==> src/rtl/edge_event_arbiter_if.sv <==
// Valid/ready event port carrying the granted channel index from the
// edge_event_arbiter (master) to a single event consumer (slave).
interface edge_event_arbiter_if #(
    parameter int CH_W = 2
);
    logic            evt_valid;
    logic [CH_W-1:0] evt_ch;
    logic            evt_ready;

    modport master (
        output evt_valid,
        output evt_ch,
        input  evt_ready
    );

    modport slave (
        input  evt_valid,
        input  evt_ch,
        output evt_ready
    );
endinterface

==> src/rtl/edge_event_arbiter.sv <==
// Per-channel Moore rising-edge detectors feeding sticky pending requests, shared
// round-robin onto one valid/ready event port. Define OVERRUN_FLAG_EN for ovr/ovr_clr.
module edge_event_arbiter #(
    parameter int N_CH = 4,
    parameter int CH_W = 2
) (
    input  logic                clk,
    input  logic                reset_n,
    input  logic [N_CH-1:0]     level,
    edge_event_arbiter_if.master evt,
    output logic                busy
`ifdef OVERRUN_FLAG_EN
    ,
    output logic [N_CH-1:0]     ovr,
    input  logic                ovr_clr
`endif
);

    typedef enum logic [1:0] {
        DET_ZERO = 2'b00,
        DET_EDGE = 2'b01,
        DET_ONE  = 2'b10
    } det_state_t;

    typedef enum logic {
        ARB_IDLE  = 1'b0,
        ARB_GRANT = 1'b1
    } arb_state_t;

    det_state_t      det_q [N_CH];
    det_state_t      det_d [N_CH];
    logic [N_CH-1:0] tick;

    arb_state_t      state_q, state_d;
    logic [N_CH-1:0] pending_q, pending_d;
    logic [CH_W-1:0] ch_q, ch_d;
    logic [CH_W-1:0] last_q, last_d;
    logic [N_CH-1:0] grant_mask;

    logic            pick_found;
    logic [CH_W-1:0] pick_idx;

    // ------------------------------------------------------------------
    // Edge detectors
    // ------------------------------------------------------------------
    always_comb begin
        for (int i = 0; i < N_CH; i++) begin
            // NOTE: every always_comb output gets a default before any branch so no latch is inferred.
            det_d[i] = DET_ZERO;
            tick[i]  = (det_q[i] == DET_EDGE);
            case (det_q[i])
                DET_ZERO: det_d[i] = level[i] ? DET_EDGE : DET_ZERO;
                DET_EDGE: det_d[i] = level[i] ? DET_ONE  : DET_ZERO;
                DET_ONE:  det_d[i] = level[i] ? DET_ONE  : DET_ZERO;
                default:  det_d[i] = DET_ZERO;
            endcase
        end
    end

    // NOTE: async reset clears every state element here; there is no memory array to leave unreset.
    always_ff @(posedge clk or negedge reset_n) begin
        if (!reset_n) begin
            for (int i = 0; i < N_CH; i++) begin
                det_q[i] <= DET_ZERO;
            end
        end else begin
            // NOTE: state registers use non-blocking assignment so all flops update from pre-edge values.
            det_q <= det_d;
        end
    end

    // ------------------------------------------------------------------
    // Round-robin pick: first pending channel after last_grant, wrapping
    // ------------------------------------------------------------------
    always_comb begin
        int              idx;
        logic [CH_W-1:0] cand;
        pick_found = 1'b0;
        pick_idx   = '0;
        idx        = 0;
        cand       = '0;
        for (int k = 1; k <= N_CH; k++) begin
            idx = int'(last_q) + k;
            if (idx >= N_CH) begin
                idx = idx - N_CH;
            end
            cand = CH_W'(idx);
            if (!pick_found && pending_q[cand]) begin
                pick_found = 1'b1;
                pick_idx   = cand;
            end
        end
    end

    // ------------------------------------------------------------------
    // Arbiter FSM and pending bookkeeping
    // ------------------------------------------------------------------
    always_comb begin
        state_d    = state_q;
        ch_d       = ch_q;
        last_d     = last_q;
        grant_mask = '0;
        case (state_q)
            ARB_IDLE: begin
                if (pick_found) begin
                    state_d              = ARB_GRANT;
                    ch_d                 = pick_idx;
                    grant_mask[pick_idx] = 1'b1;
                end
            end
            ARB_GRANT: begin
                if (evt.evt_ready) begin
                    state_d = ARB_IDLE;
                    last_d  = ch_q;
                end
            end
            default: state_d = ARB_IDLE;
        endcase
        // A fresh tick on the channel being granted re-arms it: set wins over clear.
        pending_d = (pending_q & ~grant_mask) | tick;
    end

    always_ff @(posedge clk or negedge reset_n) begin
        if (!reset_n) begin
            state_q   <= ARB_IDLE;
            pending_q <= '0;
            ch_q      <= '0;
            last_q    <= CH_W'(N_CH - 1);
        end else begin
            state_q   <= state_d;
            pending_q <= pending_d;
            ch_q      <= ch_d;
            last_q    <= last_d;
        end
    end

    assign evt.evt_valid = (state_q == ARB_GRANT);
    assign evt.evt_ch    = ch_q;
    assign busy          = evt.evt_valid | (|pending_q);

`ifdef OVERRUN_FLAG_EN
    logic [N_CH-1:0] ovr_q;
    logic [N_CH-1:0] ovr_set;

    // An edge that lands on an already-pending channel (not the one leaving now) is lost.
    assign ovr_set = tick & pending_q & ~grant_mask;

    always_ff @(posedge clk or negedge reset_n) begin
        if (!reset_n) begin
            ovr_q <= '0;
        end else begin
            ovr_q <= (ovr_clr ? '0 : ovr_q) | ovr_set;
        end
    end

    assign ovr = ovr_q;
`endif

endmodule

==> src/flat_wrapper.sv <==
// flat-port wrapper written by rule: the top's interface ports become plain ports
module edge_event_arbiter_flat 
#(
    parameter int N_CH = 4,
    parameter int CH_W = 2
)
  (clk, reset_n, level, busy, evt_evt_valid, evt_evt_ch, evt_evt_ready);
  edge_event_arbiter_if #(.CH_W(CH_W)) evt_i ();
  input  logic clk;
  input  logic reset_n;
  input  logic [N_CH-1:0] level;
  output logic busy;
  output wire logic [$bits(evt_i.evt_valid)-1:0] evt_evt_valid;
  output wire logic [$bits(evt_i.evt_ch)-1:0] evt_evt_ch;
  input wire logic [$bits(evt_i.evt_ready)-1:0] evt_evt_ready;
  assign evt_evt_valid = evt_i.evt_valid;
  assign evt_evt_ch = evt_i.evt_ch;
  assign evt_i.evt_ready = evt_evt_ready;
  edge_event_arbiter #(.N_CH(N_CH), .CH_W(CH_W)) u_core (.clk(clk), .reset_n(reset_n), .level(level), .evt(evt_i), .busy(busy));
endmodule
==> config.mk <==
export PLATFORM = sky130hd
export DESIGN_NAME = edge_event_arbiter_flat
export DESIGN_NICKNAME = d
export VERILOG_FILES = /design/src/rtl/edge_event_arbiter_if.sv /design/src/rtl/edge_event_arbiter.sv /design/src/flat_wrapper.sv
export SDC_FILE = /design/constraint.sdc
export NUM_CORES = 1
export LEC_CHECK = 0
export ABC_AREA = 0
export CORE_MARGIN = 4
export CORE_UTILIZATION = 55
export CTS_CLUSTER_DIAMETER = 30
export CTS_CLUSTER_SIZE = 30
export DETAILED_ROUTE_END_ITERATION = 10
export PLACE_DENSITY = 0.91
export SYNTH_ARGS = -nofsm -noshare
export SYNTH_HDL_FRONTEND = slang
export SYNTH_SLANG_ARGS = --single-unit
==> constraint.sdc <==
create_clock -name clk -period 2.4 [get_ports clk]
set_input_delay 0.48 -clock clk [delete_from_list [all_inputs] [get_ports clk]]
set_output_delay 0.48 -clock clk [all_outputs]
set_load 0.02 [all_outputs]
### Word level (Yosys, flattened, before mapping)

Index checks and enable logic that the tools add are counted.

* register bits: 17
* input bits: 7
* output and inout bits: 4
* word-level logic and storage cells: 96

* $add $sub $neg: 8
* $lt $le $gt $ge: 10
* equality and inequality tests: 8
* mux-type cells: 39
* bitwise gates (word level): 5
* reduce and logical (&&, ||, !) cells: 18

Operators by type and width (number)
* 2-bit 2-to-1 mux: 12
* 2-bit case mux with 2 select lines: 4
* 2-bit by 3-bit less-than comparator with 1-bit output, second input constant: 5
* 1-bit 2-to-1 mux: 15
* 3-bit >= comparator, second input constant: 3
* 1-bit binary-select mux with 2-bit select: 4
* 2-bit by 1-bit == test with 1-bit output, second input constant: 4
* 2-bit == test, second input constant: 4
* 2-bit logical NOT: 4
* 4-bit 2-to-1 mux: 2
* 2-bit OR reduction: 4
* 2-bit by 1-bit subtractor with 2-bit output, second input constant: 4
* 2-bit by 2-bit adder with 3-bit output, second input constant: 2
* 2-bit by 3-bit adder with 4-bit output, second input constant: 1
* 4-bit AND: 1
* 4-bit by 3-bit >= comparator with 1-bit output, second input constant: 1
* 1-bit logical AND: 4
* 4-bit NOT: 1
* 4-bit bitwise OR: 1
* 2-bit AND reduction: 2
* 4-bit OR reduction: 1
* 2-bit by 1-bit adder with 3-bit output, second input constant: 1
* 1-bit logical NOT: 3
* 1-bit demux with 2-bit select: 1
* 4 further kinds: 4

### Depth between registers and ports, before layout

Gate-level depths: netlist of run 1.

* depth in word-level cells: 24
* gate-level depth with buffers: 4
* mapped depth without buffers: 4

### Worst setup path after synthesis of run 1

No wires, ideal clock.

* kind: register to output
* from: register u_core.pending_q[1]
* to: output busy
* arrival: 1.023 ns
* required time: 1.920 ns
* setup slack: 0.897 ns
* stages on the path, launching flop included: 3
* path through: dfrtp_1 -> nor4_1 -> nand2b_1

* longest elaborated chain between the ends: 2

Ends and longest elaborated chain
* start: declaration: line edge_event_arbiter.sv:35 `logic [N_CH-1:0] pending_q, pending_d;`
* start signal: assignment: line edge_event_arbiter.sv:131 `pending_q <= pending_d;`
* 4-bit OR reduction: line edge_event_arbiter.sv:139 `assign busy = evt.evt_valid | (|pending_q);`
* 1-bit bitwise OR: line edge_event_arbiter.sv:139
* end: declaration: line flat_wrapper.sv:12 `output logic busy;`

No other way between the ends.

### Final worst setup path of run 1

Same ends and word-level chain as after synthesis.

==> results.py, run 1 <==
metrics = {
    "final_layout": {
        "drive_above_1_share": 0.09901,
        "diodes": 0,
        "seq_area_sq_um": 427.9,
        "postLayoutCellArea_sq_mm": 0.001060,
        "nFillCells": 111,
        "multiInputGateArea_sq_um": 447.9,
        "nNetsFinal": 121,
        "area_growth_pct": 18.46,
    },
    "logic_synthesis": {
        "synth_area_sq_um": 894.6,
        "ys_ff_latch": 17,
        "yosys.area_share.simple": 0.1734,
        "synth_cells": 87,
        "synth_fa_ha_area_frac": 0.1678,
        "ys_top_cells_by_area": "dfrtp_1 (42%), ha_1 (17%), dfstp_2 (5.9%), nor2_1 (5.0%), inv_1 (3.8%)",
        "synth_top_family_by_area": "simple AND/OR/NAND/NOR gates",
        "synth_compound_area_frac": 0.1063,
        "syn_nets": 106,
        "yosys_warnings": 0,
        "synth_mux_area_frac": 0.03636,
        "synth_cell_types": 24,
        "avgSynthCellArea_sq_um": 10.28,
        "synth_top_area_frac": 0.4196,
        "synth_xor_area_frac": 0,
        "post-synth-top-area-cell": "dfrtp_1",
        "ys_seq_area_frac": 0.4783,
    },
    "cts": {
        "cts_setup_buffers": 0,
        "clock_path_buffers": 2,
        "clock_latency_ns": 0.31,
        "holdBufCountCts": 0,
        "cts_root_buffer": "clkbuf_4",
        "htreeDepth": 1,
        "clk_pin_slew_ns": 0.11,
        "cts.sinks": 17,
        "cts_buffers": 3,
        "cts_tree": "yes",
    },
    "die": {
        "dieArea_sq_mm": 0.002336,
        "start_util": 0.5870,
        "fp-row-count": 14,
        "die_x_microns": 48.33,
        "die_y_microns": 48.33,
        "core_sq_mm": 0.001524,
        "io_pins": 11,
    },
    "timing": {
        "rsz0062_at_grt": "no",
        "fin_hold_ws_ns": 0.5451,
        "fmax_mhz": 436.2,
        "setup_viol": 0,
        "finalCriticalPeriod_ns": 2.293,
        "final.setup_skew_ns": 0.01252,
        "tightest_slew_ns": 0.7350,
        "drv_slew": 0,
        "finalHoldViolations": 0,
        "setup_ws_ns": 0.1075,
        "relSlewSlack": 0.5084,
        "setup_tns_ns": 0,
        "min_period_over_period": 0.9552,
    },
    "global_routing": {
        "grt-ovfl-total": 0,
        "antenna_found_initial": 0,
        "grt_start_max_net_pins": 18,
        "grt.total_usage": 0.1548,
        "grt_first_pass_wirelength_mm": 2.829,
        "grt_pass1_vias": 657,
    },
    "detailed_routing": {
        "wl_per_cell_microns": 13.89,
        "antenna_left": 0,
        "firstDrtPassIters": 4,
        "postRouteWirelength_mm": 1.625,
        "via_count": 642,
        "drc_errors": 0,
        "routed_via_density": 5.487,
        "drtIter0Drc": 6,
    },
    "place": {
        "globalplace.congestion": 0.7709,
        "dpl.hpwl_mm": 1.210,
        "portBuffers": 10,
        "placed_area_sq_mm": 0.001015,
        "dp_slack_ns": 0.2759,
    },
    "job": {
        "drv_cap": 0,
    },
    "worst_setup_path": {
        "worstSetupPathType": "flip-flop to output pin",
        "crit_chain": "nor4_4, nand2b_1, clkdlybuf4s50_1",
        "critPathRequiredTime_ns": 1.92,
        "cp_max_fo": 7,
        "crit_path_end_kind": "output pin",
        "worstPathArrival_ns": 1.81,
        "critPathSlowestCell": "clkdlybuf4s50_1",
        "cp-start-kind": "flip-flop",
        "slowest_delay_ns": 0.55,
    },
    "worst_hold_path": {
        "worstHoldPathType": "flip-flop to flip-flop",
    },
    "outcome": {
        "status": "finished clean",
    },
    "pwr": {
        "power_density_mw_per_mm2": 1072,
        "p_leak_nw": 0.4954,
        "peakVddDrop_v": 0.0007229,
    },
}
-- flip-flops by register name, indices dropped and copies added, names as in the netlist --
name	count
u_core.pending_q	4
u_core.evt.evt_ch	2
u_core.det_q	8
u_core.last_q	2
u_core.evt.evt_valid	1
-- synth_stat cells, drive strengths merged --
| cell | number |
|---|---|
| nand3 | 1 |
| and3b | 1 |
| a21boi | 1 |
| inv | 9 |
| nand2 | 6 |
| and2b | 1 |
| a311o | 2 |
| o21ai | 4 |
| o22a | 1 |
| nor4 | 1 |
| a31oi | 2 |
| mux2 | 2 |
| nor3 | 2 |
| nand2b | 3 |
| mux2i | 1 |
| o21a | 1 |
| dfstp | 2 |
| and2 | 5 |
| a21oi | 3 |
| ha | 12 |
| dfrtp | 15 |
| nor2 | 12 |
-- repair_timing --
action                                  CTS  global route
gates cloned                              0             0
resized for setup                         1             1
pin swaps                                 0             0
endpoints found under the setup margin    1             1
-- report_power, final --
part           switching [W]  internal [W]  leakage, nW  total [W]
Sequential          0.000123      0.000401        0.200   0.000524
Combinational       0.000232      0.000216        0.282   0.000448
Clock               0.000101     0.0000636       0.0139   0.000164
-- kinds of logic after synthesis --
logic type | count (synthesis)
simple gates | 32
flops | 17
compound gates | 14
fa+ha+maj | 12
buf+inv | 9
mux | 3
-- area by class of cell --
| class | instances | share of cell area |
|---|---|---|
| Timing Repair Buffer | 10 | 0.09445 |
| Sequential cell | 17 | 0.4038 |
| Multi-Input combinational cell | 61 | 0.4227 |
| Clock buffer | 3 | 0.02125 |
| Tap cell | 16 | 0.01889 |
| Inverter | 9 | 0.03188 |
| Clock inverter | 1 | 0.007084 |
-- worst max-delay path: cells and delay by family, from the launching register on --
kind,cells,cell delay (ns)
buf+inv,1,0.55
simple gates,2,0.46
flops,1,0.49
-- through the flow --
step                      std cells  power [W]  utilization
after global routing            117   0.001239       0.6954
after global placement          113  0.0009274       0.6658
final                           117   0.001137       0.6954
after CTS                       117   0.001129       0.6897
after floorplan                  87  0.0008120            -
after detailed placement        113  0.0009570       0.6658
-- routing by layer --
metal,GRT usage,wire [microns],up-vias
met3,0.02147,46,7
met5,0,0,-
met4,0.1060,51,0
li1,-,-,319
met1,0.1782,694,304
met2,0.2609,833,12
-- path summary, 6_finish.rpt --
check,slack (ns),from,end,cells after the start
max,0.11,u_core.pending_q[1],busy,3
min,0.55,u_core.evt.evt_ch[0],u_core.last_q[0],1
max reg2reg,0.90,u_core.last_q[1],u_core.pending_q[2],4
min reg2reg,0.55,u_core.evt.evt_ch[0],u_core.last_q[0],1
max in group asynchronous,1.33,reset_n,u_core.det_q[2],1
min in group asynchronous,0.59,reset_n,u_core.evt.evt_ch[0],1
-- layout by cell type, fill, tap and decap left out, drive strengths merged, types with 3 or more instances in the layout --
cell and n:
ha 12, clkdlybuf4s50 10, o21ai 4, and2 5
clkbuf 3, nor2 12, nand2 6, dfrtp 15
a21oi 3, nand2b 3, inv 9
(Power assumes the default switching activity.)
==> run 2, diff against run 1 <==
==> constraint.sdc (replaced) <==
create_clock -name clk -period 2.9 [get_ports clk]
set_input_delay 0.58 -clock clk [delete_from_list [all_inputs] [get_ports clk]]
set_output_delay 0.58 -clock clk [all_outputs]
set_load 0.02 [all_outputs]
==> results.py, run 2 (synthesis gave the netlist of run 1 again) <==
metrics = {
    "outcome": {
        "status": "finished clean",
    },
    "global_routing": {
        "grt_pass1_vias": 665,
        "grt_start_max_net_pins": 18,
        "grt.total_usage": 0.1515,
        "grt_first_pass_wirelength_mm": 2.877,
        "antenna_found_initial": 0,
        "grt-ovfl-total": 0,
    },
    "detailed_routing": {
        "via_count": 654,
        "wl_per_cell_microns": 13.57,
        "drc_errors": 0,
        "routed_via_density": 5.590,
        "firstDrtPassIters": 4,
        "drtIter0Drc": 13,
        "postRouteWirelength_mm": 1.588,
        "antenna_left": 0,
    },
    "cts": {
        "clock_latency_ns": 0.28,
        "holdBufCountCts": 0,
        "cts_tree": "yes",
        "cts.sinks": 17,
        "cts_setup_buffers": 0,
        "clock_path_buffers": 2,
        "htreeDepth": 1,
        "post_cts_resize_count": 0,
        "clk_pin_slew_ns": 0.10,
        "cts_root_buffer": "clkbuf_4",
        "cts_buffers": 3,
    },
    "final_layout": {
        "diodes": 0,
        "final_common_cell": "dfrtp_1",
        "nNetsFinal": 121,
        "drive_above_1_share": 0.08911,
        "largest_reg_flops": 8,
        "postLayoutCellArea_sq_mm": 0.001042,
        "largest_register": "u_core.det_q",
        "nFillCells": 113,
        "area_growth_pct": 16.50,
        "final_cell_mix": "dfrtp_1 (15), nor2_1 (12), ha_1 (12)",
        "biggestRegsByFlops": "u_core.det_q (8), u_core.pending_q (4)",
    },
    "timing": {
        "fmax_mhz": 393.1,
        "drv_slew": 0,
        "fin_hold_ws_ns": 0.5397,
        "setup_viol": 0,
        "min_period_over_period": 0.8773,
        "setup_ws_ns": 0.3558,
        "finalCriticalPeriod_ns": 2.544,
        "finalHoldViolations": 0,
        "relSlewSlack": 0.5024,
        "final.setup_skew_ns": 0.002169,
        "rsz0062_at_grt": "no",
        "tightest_slew_ns": 0.7441,
        "setup_tns_ns": 0,
    },
    "pwr": {
        "peakVddDrop_v": 0.0005786,
        "p_leak_nw": 0.4935,
        "power_density_mw_per_mm2": 878.4,
        "totalPowerFinal_w": 0.0009155,
    },
    "worst_setup_path": {
        "critical_path.top_delay_family": "simple AND/OR/NAND/NOR gates",
        "crit_path_end_kind": "output pin",
        "worstPathArrival_ns": 1.96,
        "critPathRequiredTime_ns": 2.32,
        "slowest_delay_ns": 0.57,
        "worstSetupPathType": "flip-flop to output pin",
        "cp-start-kind": "flip-flop",
        "cp_max_fo": 7,
        "crit_chain": "nor4_1, nand2b_1, clkdlybuf4s50_1",
        "critPathBufInv": 1,
        "critPathSlowestCell": "clkdlybuf4s50_1",
    },
    "die": {
        "core_sq_mm": 0.001524,
        "die_x_microns": 48.33,
        "io_pins": 11,
        "start_util": 0.5870,
        "dieArea_sq_mm": 0.002336,
        "die_y_microns": 48.33,
        "fp-row-count": 14,
    },
    "place": {
        "globalplace.congestion": 0.7713,
        "placed_area_sq_mm": 0.001015,
        "dp_slack_ns": 0.6954,
        "dpl.hpwl_mm": 1.205,
        "portBuffers": 10,
    },
    "job": {
        "drv_cap": 0,
    },
    "worst_hold_path": {
        "worstHoldPathType": "flip-flop to flip-flop",
    },
}
==> run 2: cell types whose count changed in the layout (fill, tap and decap cells not counted) <==
cell | before | now
clkinvlp_4 | 1 | 0
clkinv_2 | 0 | 1
nor4_4 | 1 | 0
nor4_1 | 0 | 1
==> run 2: final cells by class <==
type                    instances  area, sq um  area share
inverters                       9        33.78     0.03241
multi-input cells              61        432.9      0.4154
repair buffers                 10        100.1     0.09604
flip-flops and latches         17        427.9      0.4106
clock inverters                 1        5.005    0.004802
clock buffers                   3        22.52     0.02161
well taps                      16        20.02     0.01921
==> run 2: worst paths after layout <==
kind | startpoint | endpoint | slack (ns) | cells after the start
min reg2reg | u_core.evt.evt_ch[1] | u_core.last_q[1] | 0.54 | 1
min in group asynchronous | reset_n | u_core.evt.evt_ch[0] | 0.73 | 1
max | u_core.pending_q[1] | busy | 0.36 | 3
max in group asynchronous | reset_n | u_core.det_q[0] | 1.71 | 1
min | u_core.evt.evt_ch[1] | u_core.last_q[1] | 0.54 | 1
max reg2reg | u_core.last_q[1] | u_core.pending_q[2] | 1.46 | 4
==> run 2: metrics by stage <==
stage / util / std cells
floorplan: - / 87
global placement: 0.6658 / 113
detailed placement: 0.6658 / 113
CTS: 0.6839 / 117
global route: 0.6839 / 117
finish: 0.6839 / 117
==> run 2: where the power goes <==
group	internal [W]	switching, W	leakage (nW)
clock network	0.0000512	0.0000708	0.0177
logic	0.000179	0.000195	0.276
registers	0.000332	0.0000880	0.200
==> run 2: routing by layer <==
| layer | track usage | vias up | share of wire |
|---|---|---|---|
| met5 | 0 | - | 0 |
| met4 | 0.05530 | 0 | 0.012 |
| met3 | 0.01840 | 4 | 0.029 |
| met2 | 0.2826 | 13 | 0.54 |
| met1 | 0.1719 | 313 | 0.42 |
| li1 | - | 324 | - |
==> run 3, diff against run 2 <==
--- a/config.mk
+++ b/config.mk
@@ -11,7 +11,9 @@
 export CTS_CLUSTER_DIAMETER = 30
 export CTS_CLUSTER_SIZE = 30
 export DETAILED_ROUTE_END_ITERATION = 10
+export HOLD_SLACK_MARGIN = 0.06
 export PLACE_DENSITY = 0.91
+export RECOVER_POWER = 50
 export SYNTH_ARGS = -nofsm -noshare
 export SYNTH_HDL_FRONTEND = slang
 export SYNTH_SLANG_ARGS = --single-unit
==> results.py, run 3 (synthesis gave the netlist of run 1 again) <==
metrics = {
    "worst_setup_path": {
        "crit_path_end_kind": "output pin",
        "worstPathArrival_ns": 1.97,
        "rr_worst_depth": 4,
        "slowest_delay_ns": 0.57,
        "cp-start-kind": "flip-flop",
        "endpoint": "busy",
        "worst_r2r_endpoint": "u_core.pending_q[2]",
        "reg2reg_slack_ns": 1.46,
        "cp_max_fo": 7,
        "crit_chain": "nor4_1, nand2b_1, clkdlybuf4s50_1",
        "critPathSlowestCell": "clkdlybuf4s50_1",
        "setup.worst_path.start": "u_core.pending_q[1]",
        "worstSetupPathType": "flip-flop to output pin",
        "critPathRequiredTime_ns": 2.32,
        "r2r-start": "u_core.last_q[1]",
    },
    "timing": {
        "final.setup_skew_ns": 0.003645,
        "tightest_slew_ns": 0.7679,
        "finalCriticalPeriod_ns": 2.549,
        "setup_ws_ns": 0.3507,
        "min_period_over_period": 0.8791,
        "setup_viol": 0,
        "drv_slew": 0,
        "setup_tns_ns": 0,
        "relSlewSlack": 0.4864,
        "fin_hold_ws_ns": 0.5403,
        "fmax_mhz": 392.3,
        "finalHoldViolations": 0,
        "rsz0062_at_grt": "no",
    },
    "final_layout": {
        "drive_above_1_share": 0.08911,
        "biggestRegsByFlops": "u_core.det_q (8), u_core.pending_q (4)",
        "nNetsFinal": 121,
        "final_common_cell": "dfrtp_1",
        "postLayoutCellArea_sq_mm": 0.001042,
        "diodes": 0,
        "final_cell_mix": "dfrtp_1 (15), nor2_1 (12), ha_1 (12)",
        "area_growth_pct": 16.50,
        "largest_register": "u_core.det_q",
        "stdcell_count": 117,
        "nFillCells": 113,
        "largest_reg_flops": 8,
    },
    "die": {
        "io_pins": 11,
        "die_x_microns": 48.33,
        "start_util": 0.5870,
        "dieArea_sq_mm": 0.002336,
        "core_sq_mm": 0.001524,
        "fp-row-count": 14,
        "die_y_microns": 48.33,
    },
    "global_routing": {
        "grt.total_usage": 0.1515,
        "grt-ovfl-total": 0,
        "grt_start_max_net_pins": 18,
        "antenna_found_initial": 0,
        "grt_first_pass_wirelength_mm": 2.877,
        "grt_pass1_vias": 665,
    },
    "worst_hold_path": {
        "worstHoldPathType": "flip-flop to flip-flop",
    },
    "pwr": {
        "power_density_mw_per_mm2": 879.7,
        "p_leak_nw": 0.4926,
        "peakVddDrop_v": 0.0005785,
    },
    "job": {
        "drv_cap": 0,
    },
    "detailed_routing": {
        "wl_per_cell_microns": 13.79,
        "firstDrtPassIters": 4,
        "drtIter0Drc": 6,
        "routed_via_density": 5.573,
        "antenna_left": 0,
        "postRouteWirelength_mm": 1.613,
        "via_count": 652,
        "drc_errors": 0,
    },
    "cts": {
        "cts_buffers": 3,
        "cts.sinks": 17,
        "clk_pin_slew_ns": 0.10,
        "clock_latency_ns": 0.29,
        "post_cts_resize_count": 0,
        "clock_path_buffers": 2,
        "htreeDepth": 1,
        "holdBufCountCts": 0,
        "cts_setup_buffers": 0,
        "cts_tree": "yes",
        "cts_root_buffer": "clkbuf_4",
    },
    "place": {
        "dp_cells": 113,
        "dpl.hpwl_mm": 1.205,
        "placed_area_sq_mm": 0.001015,
        "portBuffers": 10,
        "globalplace.congestion": 0.7713,
        "dp_slack_ns": 0.6954,
    },
    "outcome": {
        "status": "finished clean",
    },
}
[run 3: cell count changes in the layout (fill, tap and decap cells not counted)]
cell             change
clkdlybuf4s50_1      -6
and2_0               +3
and2_1               -3
dlygate4sd3_1        +6
[run 3: worst max-delay path, delay by kind of cell, from the launching register on]
kind                   cells  cell delay, ns
buffers and inverters      1            0.57
and+or+nand+nor            2            0.65
DFF                        1            0.46
[run 3: power by group]
part / switching [W] / internal [W] / leakage (nW)
Sequential: 0.0000888 / 0.000332 / 0.200
Clock: 0.0000738 / 0.0000513 / 0.0177
Combinational: 0.000195 / 0.000176 / 0.275
Total: 0.000357 / 0.000560 / 0.493
[run 3: how the worst min path moves through the flow]
| stage | from | end | slack [ns] | cells past startpoint |
|---|---|---|---|---|
| after CTS | u_core.evt.evt_ch[0] | u_core.last_q[0] | 0.55 | 1 |
| after detailed placement | u_core.evt.evt_ch[0] | u_core.last_q[0] | 0.52 | 1 |
| after floorplan | reset_n | u_core.det_q[0] | 0.28 | 0 |
| after global routing | u_core.evt.evt_ch[1] | u_core.last_q[1] | 0.57 | 1 |
| final | u_core.evt.evt_ch[1] | u_core.last_q[1] | 0.54 | 1 |
| after global placement | u_core.evt.evt_ch[0] | u_core.last_q[0] | 0.52 | 1 |
[run 3: final cells by class]
class	instances	area, sq um	area share
Inverter	9	33.78	0.03241
Tap cell	16	20.02	0.01921
Timing Repair Buffer	10	100.1	0.09604
Clock buffer	3	22.52	0.02161
Clock inverter	1	5.005	0.004802
Multi-Input combinational cell	61	432.9	0.4154
Sequential cell	17	427.9	0.4106
[run 3: routing by layer]
layer | share of wire | vias up | track usage
li1 | - | 321 | -
met1 | 0.43 | 318 | 0.1719
met5 | 0 | - | 0
met3 | 0.022 | 5 | 0.01840
met4 | 0.019 | 0 | 0.05530
met2 | 0.53 | 8 | 0.2826
[run 3: metrics by stage]
step	total power, W	util
global route	0.0009967	0.6839
detailed placement	0.0007946	0.6658
floorplan	0.0006720	-
global placement	0.0007675	0.6658
CTS	0.0009216	0.6839
finish	0.0009169	0.6839
